==> src/rtl/cla_nibble_serial_adder.sv <==
// Nibble-serial WIDTH-bit adder: one 4-bit carry-lookahead slice is reused once per
// nibble, with a registered carry chaining the nibbles and valid/ready handshakes on both sides.

module CLA_4bit_Adder (
    input  logic [3:0] i_a,
    input  logic [3:0] i_b,
    input  logic       i_cin,
    output logic [3:0] o_sum,
    output logic       o_cout
);

    logic [3:0] w_p;
    logic [3:0] w_g;
    logic [4:0] w_c;

    assign w_p = i_a ^ i_b;
    assign w_g = i_a & i_b;

    // Each carry is expanded from generate/propagate terms so no carry ripples through the slice.
    assign w_c[0] = i_cin;
    assign w_c[1] = w_g[0] | (w_p[0] & i_cin);
    assign w_c[2] = w_g[1] | (w_p[1] & w_g[0]) | (w_p[1] & w_p[0] & i_cin);
    assign w_c[3] = w_g[2] | (w_p[2] & w_g[1]) | (w_p[2] & w_p[1] & w_g[0])
                  | (w_p[2] & w_p[1] & w_p[0] & i_cin);
    assign w_c[4] = w_g[3] | (w_p[3] & w_g[2]) | (w_p[3] & w_p[2] & w_g[1])
                  | (w_p[3] & w_p[2] & w_p[1] & w_g[0])
                  | (w_p[3] & w_p[2] & w_p[1] & w_p[0] & i_cin);

    assign o_sum  = w_p ^ w_c[3:0];
    assign o_cout = w_c[4];

endmodule

module cla_nibble_serial_adder #(
    parameter int WIDTH = 16
) (
    input  logic             clk,
    input  logic             rst,
    input  logic             in_valid,
    output logic             in_ready,
    input  logic [WIDTH-1:0] a,
    input  logic [WIDTH-1:0] b,
    input  logic             cin,
    output logic             out_valid,
    input  logic             out_ready,
    output logic [WIDTH-1:0] sum,
    output logic             cout,
    output logic             ovf
);

    localparam int NIBBLES = WIDTH / 4;
    localparam int IDX_W   = (NIBBLES > 1) ? $clog2(NIBBLES) : 1;
    localparam logic [IDX_W-1:0] LAST_IDX = IDX_W'(NIBBLES - 1);

    generate
        if ((WIDTH < 4) || ((WIDTH % 4) != 0)) begin : g_widthCheck
            $error("cla_nibble_serial_adder: WIDTH must be a positive multiple of 4");
        end
    endgenerate

    typedef enum logic [1:0] {
        S_IDLE = 2'd0,
        S_RUN  = 2'd1,
        S_DONE = 2'd2
    } state_t;

    state_t r_state;
    state_t w_nextState;

    logic [WIDTH-1:0] r_a;
    logic [WIDTH-1:0] r_b;
    logic [WIDTH-1:0] r_sum;
    logic             r_carry;
    logic             r_cout;
    logic             r_ovf;
    logic [IDX_W-1:0] r_idx;

    logic [3:0] w_aNib;
    logic [3:0] w_bNib;
    logic [3:0] w_sliceSum;
    logic       w_sliceCout;
    logic       w_lastNib;

    always_ff @(posedge clk or posedge rst) begin
        if (rst) begin
            r_state <= S_IDLE;
        end else begin
            r_state <= w_nextState;
        end
    end

    always_comb begin
        w_nextState = r_state;
        in_ready    = 1'b0;
        out_valid   = 1'b0;
        case (r_state)
            S_IDLE: begin
                in_ready = 1'b1;
                if (in_valid) begin
                    w_nextState = S_RUN;
                end
            end
            S_RUN: begin
                if (w_lastNib) begin
                    w_nextState = S_DONE;
                end
            end
            S_DONE: begin
                out_valid = 1'b1;
                if (out_ready) begin
                    w_nextState = S_IDLE;
                end
            end
            default: begin
                w_nextState = S_IDLE;
            end
        endcase
    end

    assign w_lastNib = (r_idx == LAST_IDX);

    // Select the current nibble of each latched operand for the shared slice.
    always_comb begin
        w_aNib = 4'h0;
        w_bNib = 4'h0;
        for (int n = 0; n < NIBBLES; n++) begin
            if (r_idx == IDX_W'(n)) begin
                w_aNib = r_a[n*4 +: 4];
                w_bNib = r_b[n*4 +: 4];
            end
        end
    end

    CLA_4bit_Adder u_slice (
        .i_a    (w_aNib),
        .i_b    (w_bNib),
        .i_cin  (r_carry),
        .o_sum  (w_sliceSum),
        .o_cout (w_sliceCout)
    );

    // Datapath: capture operands on accept, fill one sum nibble per RUN cycle, and
    // register carry-out and overflow alongside the final nibble.
    always_ff @(posedge clk or posedge rst) begin
        if (rst) begin
            r_a     <= '0;
            r_b     <= '0;
            r_sum   <= '0;
            r_carry <= 1'b0;
            r_cout  <= 1'b0;
            r_ovf   <= 1'b0;
            r_idx   <= '0;
        end else begin
            case (r_state)
                S_IDLE: begin
                    if (in_valid) begin
                        r_a     <= a;
                        r_b     <= b;
                        r_carry <= cin;
                        r_idx   <= '0;
                        r_sum   <= '0;
                    end
                end
                S_RUN: begin
                    for (int n = 0; n < NIBBLES; n++) begin
                        if (r_idx == IDX_W'(n)) begin
                            r_sum[n*4 +: 4] <= w_sliceSum;
                        end
                    end
                    r_carry <= w_sliceCout;
                    if (w_lastNib) begin
                        r_cout <= w_sliceCout;
                        r_ovf  <= (r_a[WIDTH-1] == r_b[WIDTH-1]) &
                                  (w_sliceSum[3] != r_a[WIDTH-1]);
                    end else begin
                        r_idx <= r_idx + IDX_W'(1);
                    end
                end
                default: begin
                end
            endcase
        end
    end

    assign sum  = r_sum;
    assign cout = r_cout;
    assign ovf  = r_ovf;

endmodule
==> config.mk <==
export PLATFORM = sky130hd
export DESIGN_NAME = cla_nibble_serial_adder
export DESIGN_NICKNAME = d
export VERILOG_FILES = /design/src/rtl/cla_nibble_serial_adder.sv
export SDC_FILE = /design/constraint.sdc
export NUM_CORES = 1
export LEC_CHECK = 0
export ABC_AREA = 1
export BUFFER_PORTS_ARGS = -buffer_cell sky130_fd_sc_hd__buf_4
export CORE_MARGIN = 2
export CORE_UTILIZATION = 51
export CTS_BUF_LIST = sky130_fd_sc_hd__clkbuf_8
export CTS_CLUSTER_SIZE = 8
export DETAILED_ROUTE_END_ITERATION = 8
export PLACE_DENSITY = 0.83
export SLEW_MARGIN = 20
export SYNTH_ARGS = -nofsm -noshare
export SYNTH_HDL_FRONTEND = slang
export SYNTH_SLANG_ARGS = --single-unit
==> constraint.sdc <==
create_clock -name clk -period 2.23 [get_ports clk]
set_input_delay 0 -clock clk [delete_from_list [all_inputs] [get_ports clk]]
set_output_delay 0 -clock clk [all_outputs]
set_load 0.005 [all_outputs]
* Word level (Yosys, flattened, before mapping)
Index checks and enable logic that the tools add are counted.
** Operators by class
- Add/subtract/negate cells :: 1
- Bitwise logic cells :: 30
- Reduce and logical (&&, ||, !) cells :: 12
- Muxes and demuxes :: 25
- Equal/unequal tests :: 14
** Operators with widths (count)
- 4-bit 2-to-1 mux :: 12
- 16-bit one-hot mux with 2 select lines :: 1
- 3-bit AND reduction :: 6
- 1-bit AND :: 17
- 16-bit 2-to-1 mux :: 1
- 2-bit inequality test (second input constant) :: 7
- 2-bit 2-to-1 mux :: 5
- 1-bit bitwise OR :: 10
- 4-bit XOR :: 2
- 2-bit == test (second input constant) :: 3
- 2-bit one-hot mux with 3 select lines :: 1
- 2-bit AND reduction :: 3
- 4-bit AND :: 1
- 2-bit by 1-bit == test with 1-bit output (second input constant) :: 2
- 2-bit zero test :: 2
- 2-bit one-hot mux with 2 select lines :: 1
- 1-bit 2-to-1 mux :: 3
- 2-bit by 1-bit adder with 2-bit output (second input constant) :: 1
- 1-bit one-hot mux with 2 select lines :: 1
- 2-bit nonzero test :: 1
- 1-bit == test :: 1
- 1-bit inequality test :: 1
** Word-level totals
- Flip-flop bits (word level) :: 55
- Output and inout bits :: 20
- Logic and storage cells :: 93
- Input bits :: 37

* Depth between registers and ports, before layout
Gate-level depths: netlist (run 1).
- Depth in word-level cells :: 13
- Gate-level depth with buffers :: 17
- Depth with buffers taken out :: 17

* By module
Synthesis (run 1) repeated with hierarchy kept, for this count alone.
** Second synthesis, totals
- Cells, all modules :: 368
- Area, all modules :: 2926.6 sq um
** Modules (own cells, without submodules)
- cla_nibble_serial_adder :: cells an instance 337, times used 1, area an instance 2737.6 sq um, sequential area each 1376.3 sq um
- CLA_4bit_Adder :: cells an instance 31, times used 1, area an instance 188.9 sq um, sequential area each 0.0 sq um

* Least setup slack after synthesis (run 1)
Ideal clock, no wire load.
- Path type :: register to register
- Start :: register r_idx[1]
- End :: register r_carry
- Slack :: -109 ps
- Period minus slack after synthesis :: 2339 ps
- Cell stages (with the launch flop) :: 17
- Arrival time :: 2218 ps
- Path buffers :: 1
- Data required time :: 2109 ps
- Library setup time :: 121 ps
- Path through :: dfrtp_1 > inv_1 > ha_1 > buf_2 > nor2_4 > inv_1 > o21ai_0 > o21ai_0 > a21oi_1 > ha_1 > or2_0 > nand2_1 > nand2_1 > nand2_1 > nand2_1 > o21bai_1 > nand2_1
** Between the ends
- Cells in the longest elaborated chain, start to end :: 12
- Elaborated cells between the ends (all ways) :: 26
- Those cells by class :: eq/ne (3); mux (9); bitwise (13); reduce/logical (1)
** RTL lines
- from (decl) :: RTL line 76 : logic [IDX_W-1:0] r_idx;
- from (signal assigned) :: RTL line 176 : r_idx <= r_idx + IDX_W'(1);
- 2-bit zero test :: RTL line 127 : if (r_idx == IDX_W'(n)) begin
- 4-bit 2-to-1 mux (4 in a row) :: RTL line 127
- 4-bit XOR or 4-bit AND (tied branches) :: RTL line 16, 17
- 1-bit AND, on equally long branches :: RTL line 25, 26, 27
- 1-bit bitwise OR, or another cell as far along (2 in a row) :: RTL line 25 : assign w_c[4] = w_g[3] | (w_p[3] & w_g[2]) | (w_p[3] & w_p[2] & w_g[1])
- 1-bit bitwise OR or 1-bit AND (tied branches) :: RTL line 26, 27
- 1-bit bitwise OR * :: RTL line 27 : | (w_p[3] & w_p[2] & w_p[1] & w_p[0] & i_cin);
- 1-bit one-hot mux with 2 select lines * :: RTL line 154 : case (r_state)
- to (signal assigned) :: RTL line 159 : r_carry <= cin;
- to (signal assigned) :: RTL line 170 : r_carry <= w_sliceCout;
- to (decl) :: RTL line 73 : logic r_carry;
Mark *: on every way between the ends. The rest lies on a longest branch, timed or not.
A chain may end at the register's enable or synchronous reset.

* Worst setup path in the final report (run 1)
- Start :: register r_idx[0]
- End :: register r_carry
Same word-level chain as after synthesis.

==> qor_table.md, run 1 <==
| Stage | Quantity | Value |
| --- | --- | --- |
| status | Status | finished, violations left |
| status | Violations in the final reports | negative setup slack |
| route | Routed len/inst | 13.9 µm |
| pwr | Switching part of the total power | 45.1% |
| synthesis | Gate count after technology mapping | 320 |
| pwr | Net switching power | 2.84 mW |
| critical path | R2R Setup Slk | -250 ps |
| clock network | Num CTS Buffers | 5 |
| synthesis | Top cell types by occurrence after synthesis | sky130_fd_sc_hd__nand2_1 (131), sky130_fd_sc_hd__dfrtp_1 (55), sky130_fd_sc_hd__inv_1 (25), sky130_fd_sc_hd__o21ai_1 (19), sky130_fd_sc_hd__a21oi_1 (12) |
| global route | Met1 layer usage reported by global route | 29.0% |
| timing | Setup repair after global routing missed its margin | yes |
| synthesis | Synthesized cell area | 0.00268 mm² |
| timing | Slew headroom | 58.4% |
| cells and area | Post-layout nets | 473 |
| clock network | Clock Root Buffer | sky130_fd_sc_hd__clkbuf_8 |
| synthesis | Number of synthesized flops with an enable pin | 0 |
| die | Number of top-level pins | 57 |
| timing | Endpoints failing hold | 0 |
| synthesis | Compound-Gate Fraction of Synth Area | 12.7% |
| synthesis | Leading register cell type out of synthesis | sky130_fd_sc_hd__dfrtp_1 |
| timing | Actual slew at the worst max-slew pin | 623 ps |
| synthesis | Average cell area after synthesis | 8.37 µm² |
| die | Die boundary height | 76.5 µm |
| critical path | R2R Path End | r_carry |
| global route | Met2 track demand over resource | 43.7% |
| min path | Worst Hold Depth | 4 |
| pwr | Sequential group share of total power | 27.8% |
| global route | Pin count of the biggest net entering global routing | 46 |
| die | Area of the placeable core | 0.00507 mm² |
| critical path | Critical Path Slowest Stage Cell | sky130_fd_sc_hd__dfrtp_2 |
| clock network | H-tree Lvls | 2 |
| route | Drt pass-1 iters | 5 |
| synthesis | Proportion of netlist area held by the largest area contributor | 51.4% |
| synthesis | Net Count, Synth | 366 |
| route | Total detailed-routing wirelength | 6940 µm |
| pwr | Share of total power in the clock network | 9.4% |
| clock network | Skew-Pair Late Insertion Delay | 310 ps |
| global route | Gr busiest metal | met2 |
| placed design | Total half-perimeter wirelength after legalization and detailed placement | 4370 µm |
| synthesis | Post-synthesis sequential element count | 55 |
| synthesis | Share of synthesized area occupied by flip-flops and latches | 51.4% |
| pwr | Areal power density over the cells | 1620 mW/mm² |
| min path | Endpoint, Worst Hold | r_carry |
| timing | Total of endpoints with negative setup slack in the final report | 19 |
| global route | Global routing usage on met3 | 5.33% |
| pwr | IR Drop Worst-Case VDD | 0.807 mV |
| die | Die Footprint | 0.00585 mm² |
| critical path | Worst-path fanout max | 5 |
| synthesis | Ranking of synthesized cells by area | sky130_fd_sc_hd__dfrtp_1 (51%), sky130_fd_sc_hd__nand2_1 (18%), sky130_fd_sc_hd__ha_1 (3.7%), sky130_fd_sc_hd__o21ai_1 (3.5%), sky130_fd_sc_hd__inv_1 (3.5%) |
| global route | Antenna violations before repair | 0 |
| synthesis | XOR/XNOR share of the synthesized area | 0% |
| global route | Total track usage | 24.4% |
| route | Post-DRT Antenna Nets | 0 |
| min path | Worst hold path startpoint | cin |
| timing | Worst hold-check slack | 74.6 ps |
| critical path | Endpoint class of the critical path | flop |
| critical path | Data arrival at the endpoint of the critical path | 2680 ps |
| placed design | IO Port Bufs | 56 |
| critical path | Cell family contributing the most delay on the critical path | simple AND/OR/NAND/NOR gates |
| route | Iteration-0 DRC count of the detailed router | 132 |
| pwr | Combinational share of power | 62.8% |
| critical path | Worst reg2reg startpoint | r_idx[0] |
| route | DRC errors left | 0 |
| die | Starting density of the core | 52.8% |
| synthesis | Most numerous cell in the Yosys netlist | sky130_fd_sc_hd__nand2_1 |
| pwr | Leak | 2.02 nW |
| critical path | Worst path cell trace | inv_4, ha_4, inv_4, nor2_4, inv_2, o21ai_1, o21ai_1, a21oi_1, ha_1, buf_4, nand4_1, nand2_2, nand2_4, nand2_2, o21bai_1, nand2_1 |
| cells and area | Area overhead of the layout relative to synthesis | 45.0% |
| synthesis | Main combinational cell family by area after synthesis | simple AND/OR/NAND/NOR gates |
| critical path | Worst path required time | 2430 ps |
| synthesis | Async set or reset register ratio after synthesis | 100% |
| global route | GR Overflow Total | 0 |
| global route | Global-route wire length before repair | 11400 µm |
| synthesis | Adder-cell share of the synthesized area | 4.48% |
| min path | Worst Hold Class | input pin to flop |
| pwr | Internal power | 3.46 mW |
| die | Standard-cell row count | 26 |
| critical path | Worst setup path class | flop to flop |
| flow run | Number of max-cap violations | 0 |
| critical path | Delay of the slowest cell on the worst path | 470 ps |
| timing | Final critical path time including I/O delays and setup | 2480 ps |
| critical path | Startpoint type of the worst setup path | flop |
| global route | Via count of the first global-routing pass | 2513 |
| synthesis | Portion of netlist area occupied by mux cells | 0% |
| synthesis | Distinct cell type count of the synthesized netlist | 31 |
| cells and area | Ratio of cells with drive above 1 in the final layout | 30.4% |
| timing | Setup slack of the critical path after layout | -248 ps |
| route | Via density per instance | 5.04 |
| synthesis | Simple-gate share of the synthesized area | 24.5% |
| timing | Final setup skew | 6.41 ps |
| synthesis | Cell taking the most area after synthesis | sky130_fd_sc_hd__dfrtp_1 |
| cells and area | Post-route core utilization | 76.5% |
| timing | Final worst-path cycle share | 111% |
| clock network | TritonCTS clock tree | yes |
| timing | Final Max Tran Viols | 0 |
| route | Routed via count | 2508 |
| clock network | Clock transition time at the flip-flop clock pins of the worst setup and hold paths | 90 ps |
| timing | Achievable Freq | 0.404 GHz |
| pwr | Final Total Pwr | 6.30 mW |
| critical path | Count of buffering cells on the critical path with inverters included | 4 |
| placed design | Placer congestion estimate | 0.910 |
| clock network | Sinks on the clock net | 55 |
| clock network | Number of buffers between clock root and the deepest sink | 2 |
| placed design | Post-placement worst setup slack | -216 ps |
| cells and area | Total inserted antenna cells | 0 |
| critical path | CP Depth | 16 |
| placed design | Cell Area, Placed | 0.00324 mm² |
| critical path | Count of cells along the worst register-to-register path | 16 |
| synthesis | Total of warnings raised by yosys | 0 |
| die | Die W | 76.5 µm |
| cells and area | Post-Layout Inst Area | 0.00388 mm² |
## registers in the layout, summed over array words and instances, names as in the netlist
name     count
sum         16
r_idx        2
r_carry      1
cout         1
r_state      2
r_b         16
r_a         16
ovf          1
## placed cells by master (no fill, tap or decap), types with 2 or more instances in the layout
cell	netlist	final
sky130_fd_sc_hd__o211ai_1	2	2
sky130_fd_sc_hd__nand2_1	131	125
sky130_fd_sc_hd__clkbuf_8	0	7
sky130_fd_sc_hd__nor2_1	6	6
sky130_fd_sc_hd__nand3_2	1	4
sky130_fd_sc_hd__dfrtp_1	55	54
sky130_fd_sc_hd__inv_4	2	4
sky130_fd_sc_hd__a22oi_1	4	4
sky130_fd_sc_hd__o21ai_0	11	3
sky130_fd_sc_hd__nand3_4	0	2
sky130_fd_sc_hd__ha_1	8	5
sky130_fd_sc_hd__nand2_4	3	5
sky130_fd_sc_hd__inv_1	25	21
sky130_fd_sc_hd__buf_4	2	69
sky130_fd_sc_hd__ha_4	0	3
sky130_fd_sc_hd__buf_6	2	5
sky130_fd_sc_hd__o21ai_2	6	6
sky130_fd_sc_hd__o21ai_1	19	26
sky130_fd_sc_hd__dlygate4sd3_1	0	34
sky130_fd_sc_hd__inv_2	5	8
sky130_fd_sc_hd__a21oi_1	12	9
sky130_fd_sc_hd__a21oi_2	1	3
sky130_fd_sc_hd__nand3_1	9	4
sky130_fd_sc_hd__nor2_4	2	2
sky130_fd_sc_hd__nand2_2	1	5
## worst reg2reg max path: cells and delay by family, from the launching register on
kind | cells | cell delay [ps]
adder cells (fa/ha/maj) | 2 | 400
buffers and inverters | 4 | 360
AO/OA/AOI/OAI | 4 | 490
flip-flops | 1 | 470
AND/OR/NAND/NOR | 6 | 650
## worst max-delay path by stage
| stage | from | endpoint | slack [ps] |
|---|---|---|---|
| after CTS | r_idx[0] | r_carry | -190 |
| final | r_idx[0] | r_carry | -250 |
| after global placement | r_idx[0] | sum[2] | -110 |
| after detailed placement | r_idx[1] | r_carry | -220 |
| after floorplan | r_idx[0] | sum[10] | 0.6 |
| after global routing | r_idx[0] | r_carry | -350 |
## power by group through the flow
stage | registers [mW] | logic, mW | clock network (mW)
2_1_floorplan | 1.68 | 2.12 | 0
3_3_place_gp | 1.73 | 2.93 | 0
3_5_place_dp | 1.75 | 3.05 | 0
4_1_cts | 1.74 | 3.63 | 0.604
5_1_grt | 1.80 | 4.35 | 0.642
6_report | 1.75 | 3.96 | 0.589
## cell families (layout without fill, tap and decap cells)
| family | after synthesis | count (layout) |
|---|---|---|
| simple gates | 157 | 157 |
| fa+ha+maj | 9 | 9 |
| compound gates | 58 | 58 |
| flops | 55 | 55 |
| buf+inv | 41 | 149 |
## repair_timing
item / 4_1_cts / 5_1_grt
pin swaps: 21 / 15
hold buffers: 34 / 0
endpoints found under the setup margin: 19 / 19
gates resized for setup: 32 / 12
setup buffers: 9 / 0
hold endpoints to repair: 61 / 0
## per-stage QoR
step,TNS (ps),cells
floorplan,0,320
global placement,-838,449
detailed placement,-1680,449
CTS,-1780,498
global route,-4760,498
finish,-2580,498
## per-layer routing
metal  up-vias  share of wire (%)
met5         -                  0
met3        27                4.3
met4         0                3.3
met1      1170                 40
met2        83                 52
li1       1228                  -
## area by class of cell
class	count	area, µm²
fillers	369	1190
flip-flops and latches	55	1380
repair buffers	109	935
inverters	32	130
well taps	70	87.6
clock inverters	1	3.75
multi-input cells	224	1250
clock buffers	7	96.3
Power figures use the tool's default switching activity.
==> run 2, diff against run 1 <==
- CORE_UTILIZATION: 51 -> 56
- PLACE_DENSITY: 0.83 -> 0.87
- clock period: 2.23 -> 3 ns (I/O delays scaled with it)
==> run 2 against run 1 <==
  * The flow now finishes without violations
  * Critical path depth decreased by 5
  * Critical path type unchanged
  * Worst setup slack better by 440 ps
  * Cell area is 7.8% lower
  * Largest cell class unchanged
  * Highest routed layer unchanged
  * Clock power is 5.1% lower
  * Sequential power is 27% lower
  * Cell count decreased by 7.0%
==> qor_table.md, run 2 (same netlist as run 1, synthesis figures left out) <==
| Stage | Quantity | Value | Change |
| --- | --- | --- | --- |
| status | Status | finished, final reports clean | was finished, violations left |
| timing | Worst hold-check slack | 73.5 ps | was 74.6 ps |
| pwr | IR Drop Worst-Case VDD | 0.582 mV | was 0.807 mV |
| die | Starting density of the core | 57.5% | was 52.8% |
| timing | Slew headroom | 39.5% | was 58.4% |
| cells and area | Post-route core utilization | 76.8% | was 76.5% |
| clock network | Skew-Pair Late Insertion Delay | 300 ps | was 310 ps |
| global route | Via count of the first global-routing pass | 2292 | was 2513 |
| critical path | Delay of the slowest cell on the worst path | 420 ps | was 470 ps |
| route | DRC errors left | 0 | unchanged |
| cells and area | Ratio of cells with drive above 1 in the final layout | 21.3% | was 30.4% |
| clock network | Number of buffers between clock root and the deepest sink | 2 | unchanged |
| die | Number of top-level pins | 57 | unchanged |
| clock network | TritonCTS clock tree | yes | unchanged |
| global route | Total track usage | 24.9% | was 24.4% |
| timing | Achievable Freq | 0.356 GHz | was 0.404 GHz |
| clock network | Clock transition time at the flip-flop clock pins of the worst setup and hold paths | 100 ps | was 90 ps |
| pwr | Combinational share of power | 53.6% | was 62.8% |
| pwr | Leak | 1.90 nW | was 2.02 nW |
| route | Drt pass-1 iters | 5 | unchanged |
| die | Die Footprint | 0.00535 mm² | was 0.00585 mm² |
| clock network | Clock Root Buffer | sky130_fd_sc_hd__clkbuf_8 | unchanged |
| cells and area | Sequential cell area | 0.00138 mm² | about the same |
| placed design | Cell Area, Placed | 0.00311 mm² | was 0.00324 mm² |
| pwr | Net switching power | 1.72 mW | was 2.84 mW |
| global route | Antenna violations before repair | 0 | unchanged |
| placed design | Total half-perimeter wirelength after legalization and detailed placement | 4130 µm | was 4370 µm |
| cells and area | Post-Layout Inst Area | 0.00358 mm² | was 0.00388 mm² |
| critical path | Data arrival at the endpoint of the critical path | 3000 ps | was 2680 ps |
| critical path | Endpoint class of the critical path | flop | unchanged |
| timing | Setup TNS | 0 ps | was -2580 ps |
| cells and area | Area overhead of the layout relative to synthesis | 33.6% | was 45.0% |
| pwr | Areal power density over the cells | 1110 mW/mm² | was 1620 mW/mm² |
| flow run | Number of max-cap violations | 0 | unchanged |
| cells and area | Fill cell instance count of the final layout | 331 | was 369 |
| cells and area | Area of the multi-input gates | 0.00112 mm² | was 0.00125 mm² |
| cells and area | Total inserted antenna cells | 0 | unchanged |
| pwr | Sequential group share of total power | 32.3% | was 27.8% |
| die | Die boundary height | 73.2 µm | was 76.5 µm |
| route | Via density per instance | 5.18 | was 5.04 |
| global route | Global-route wire length before repair | 10400 µm | was 11400 µm |
| cells and area | Post-route insts no fill | 463 | was 498 |
| critical path | Count of buffering cells on the critical path with inverters included | 2 | was 4 |
| critical path | Worst-path fanout max | 10 | was 5 |
| timing | Total of endpoints with negative setup slack in the final report | 0 | was 19 |
| timing | Final critical path time including I/O delays and setup | 2810 ps | was 2480 ps |
| timing | Final worst-path cycle share | 93.6% | was 111% |
| critical path | Worst setup path class | flop to flop | unchanged |
| route | Iteration-0 DRC count of the detailed router | 154 | was 132 |
| clock network | Num CTS Buffers | 5 | unchanged |
| die | Die W | 73.2 µm | was 76.5 µm |
| clock network | Sinks on the clock net | 55 | unchanged |
| critical path | Startpoint type of the worst setup path | flop | unchanged |
| timing | Setup repair after global routing missed its margin | no | was yes |
| critical path | Critical Path Slowest Stage Cell | sky130_fd_sc_hd__dfrtp_1 | was sky130_fd_sc_hd__dfrtp_2 |
| global route | Pin count of the biggest net entering global routing | 56 | was 46 |
| placed design | Instance count after placement with tap cells included | 421 | was 449 |
| route | Routed via count | 2400 | was 2508 |
| placed design | Placer congestion estimate | 0.896 | was 0.910 |
| pwr | Share of total power in the clock network | 14.1% | was 9.4% |
| route | Post-DRT Antenna Nets | 0 | unchanged |
| placed design | IO Port Bufs | 56 | unchanged |
| pwr | Internal power | 2.24 mW | was 3.46 mW |
| global route | GR Overflow Total | 0 | unchanged |
| critical path | Cell family contributing the most delay on the critical path | adder cells | was simple AND/OR/NAND/NOR gates |
| cells and area | Most frequent standard cell in the layout excluding fill and tap cells | sky130_fd_sc_hd__nand2_1 | unchanged |
| min path | Worst Hold Depth | 4 | unchanged |
| critical path | Worst path cell trace | inv_1, ha_1, inv_1, o21ai_0, a21oi_1, ha_1, nand2_1, nand3_1, or2_2, nand2_1, o21ai_1 | was inv_4, ha_4, inv_4, nor2_4, inv_2, o21ai_1, o21ai_1, a21oi_1, ha_1, buf_4, nand4_1, nand2_2, nand2_4, nand2_2, o21bai_1, nand2_1 |
| timing | Final Max Tran Viols | 0 | unchanged |
| route | Total detailed-routing wirelength | 6420 µm | was 6940 µm |
| cells and area | Post-layout nets | 454 | was 473 |
| timing | Endpoints failing hold | 0 | unchanged |
| min path | Worst Hold Class | input pin to flop | unchanged |
| timing | Actual slew at the worst max-slew pin | 906 ps | was 623 ps |
| pwr | Switching part of the total power | 43.5% | was 45.1% |
| clock network | H-tree Lvls | 2 | unchanged |
| clock network | Number of post-CTS setup repair buffers | 0 | was 9 |
| critical path | Worst path required time | 3190 ps | was 2430 ps |
| route | Routed len/inst | 13.9 µm | about the same |
| timing | Final setup skew | 8.99 ps | was 6.41 ps |
| die | Area of the placeable core | 0.00466 mm² | was 0.00507 mm² |
| cells and area | Commonest cells after routing, fill and taps aside | sky130_fd_sc_hd__nand2_1 (131), sky130_fd_sc_hd__buf_4 (56), sky130_fd_sc_hd__dfrtp_1 (55) | was sky130_fd_sc_hd__nand2_1 (125), sky130_fd_sc_hd__buf_4 (69), sky130_fd_sc_hd__dfrtp_1 (54) |
| die | Standard-cell row count | 25 | was 26 |
| critical path | CP Depth | 11 | was 16 |
| critical path | Count of cells along the worst register-to-register path | 11 | was 16 |
run 2: cell count changes in the layout (fill, tap and decap cells not counted), sizes merged:
cell    change
buf        -19
clkinv      +1
inv         -1
clkbuf      -2
bufinv      +2
run 2: worst min-delay path, cell delays in order:
cell	delay [ps]
sky130_fd_sc_hd__buf_4	80
sky130_fd_sc_hd__a21oi_1	60
sky130_fd_sc_hd__o21bai_1	140
sky130_fd_sc_hd__nand2_1	60
run 2: stage by stage:
step / setup WS (ps) / power (mW)
2_1_floorplan: 661 / 2.78
3_3_place_gp: 325 / 3.27
3_5_place_dp: 295 / 3.34
4_1_cts: 257 / 3.94
5_1_grt: 28.5 / 4.30
6_report: 193 / 3.96
run 2: what timing repair did:
action                                 4_1_cts  5_1_grt
gates resized for setup                      0        0
endpoints found under the hold margin       33       55
hold buffers                                33        1
run 2: routing by layer:
metal	GRT usage (%)	share of wire (%)	wire, µm	vias up
li1	-	-	-	1194
met1	31.0	43	2730	1123
met2	43.7	51	3280	68
met3	4.70	4.3	275	15
met4	7.41	2.1	137	0
met5	0	0	0	-
run 2: worst paths after layout:
path	from	end	slack (ps)
worst max-delay path	r_idx[0]	sum[10]	190
worst min-delay path	cin	r_carry	70
worst max register to register	r_idx[0]	sum[10]	190
worst min register to register	sum[12]	sum[12]	480
max in group asynchronous	rst	sum[15]	2040
min in group asynchronous	rst	sum[9]	410
run 2: final cells by class:
| type | count | share of cell area [%] |
|---|---|---|
| clock inverters | 3 | 1.78 |
| clock buffers | 5 | 1.92 |
| repair buffers | 90 | 21.3 |
| well taps | 54 | 1.89 |
| inverters | 32 | 3.53 |
| multi-input cells | 224 | 31.2 |
| flip-flops and latches | 55 | 38.4 |
run 2: power groups by stage:
stage | Clock (mW) | Combinational [mW] | Sequential (mW)
floorplan | 0 | 1.53 | 1.25
global placement | 0 | 1.99 | 1.28
detailed placement | 0 | 2.05 | 1.29
CTS | 0.567 | 2.10 | 1.27
global route | 0.601 | 2.39 | 1.32
finish | 0.559 | 2.12 | 1.28
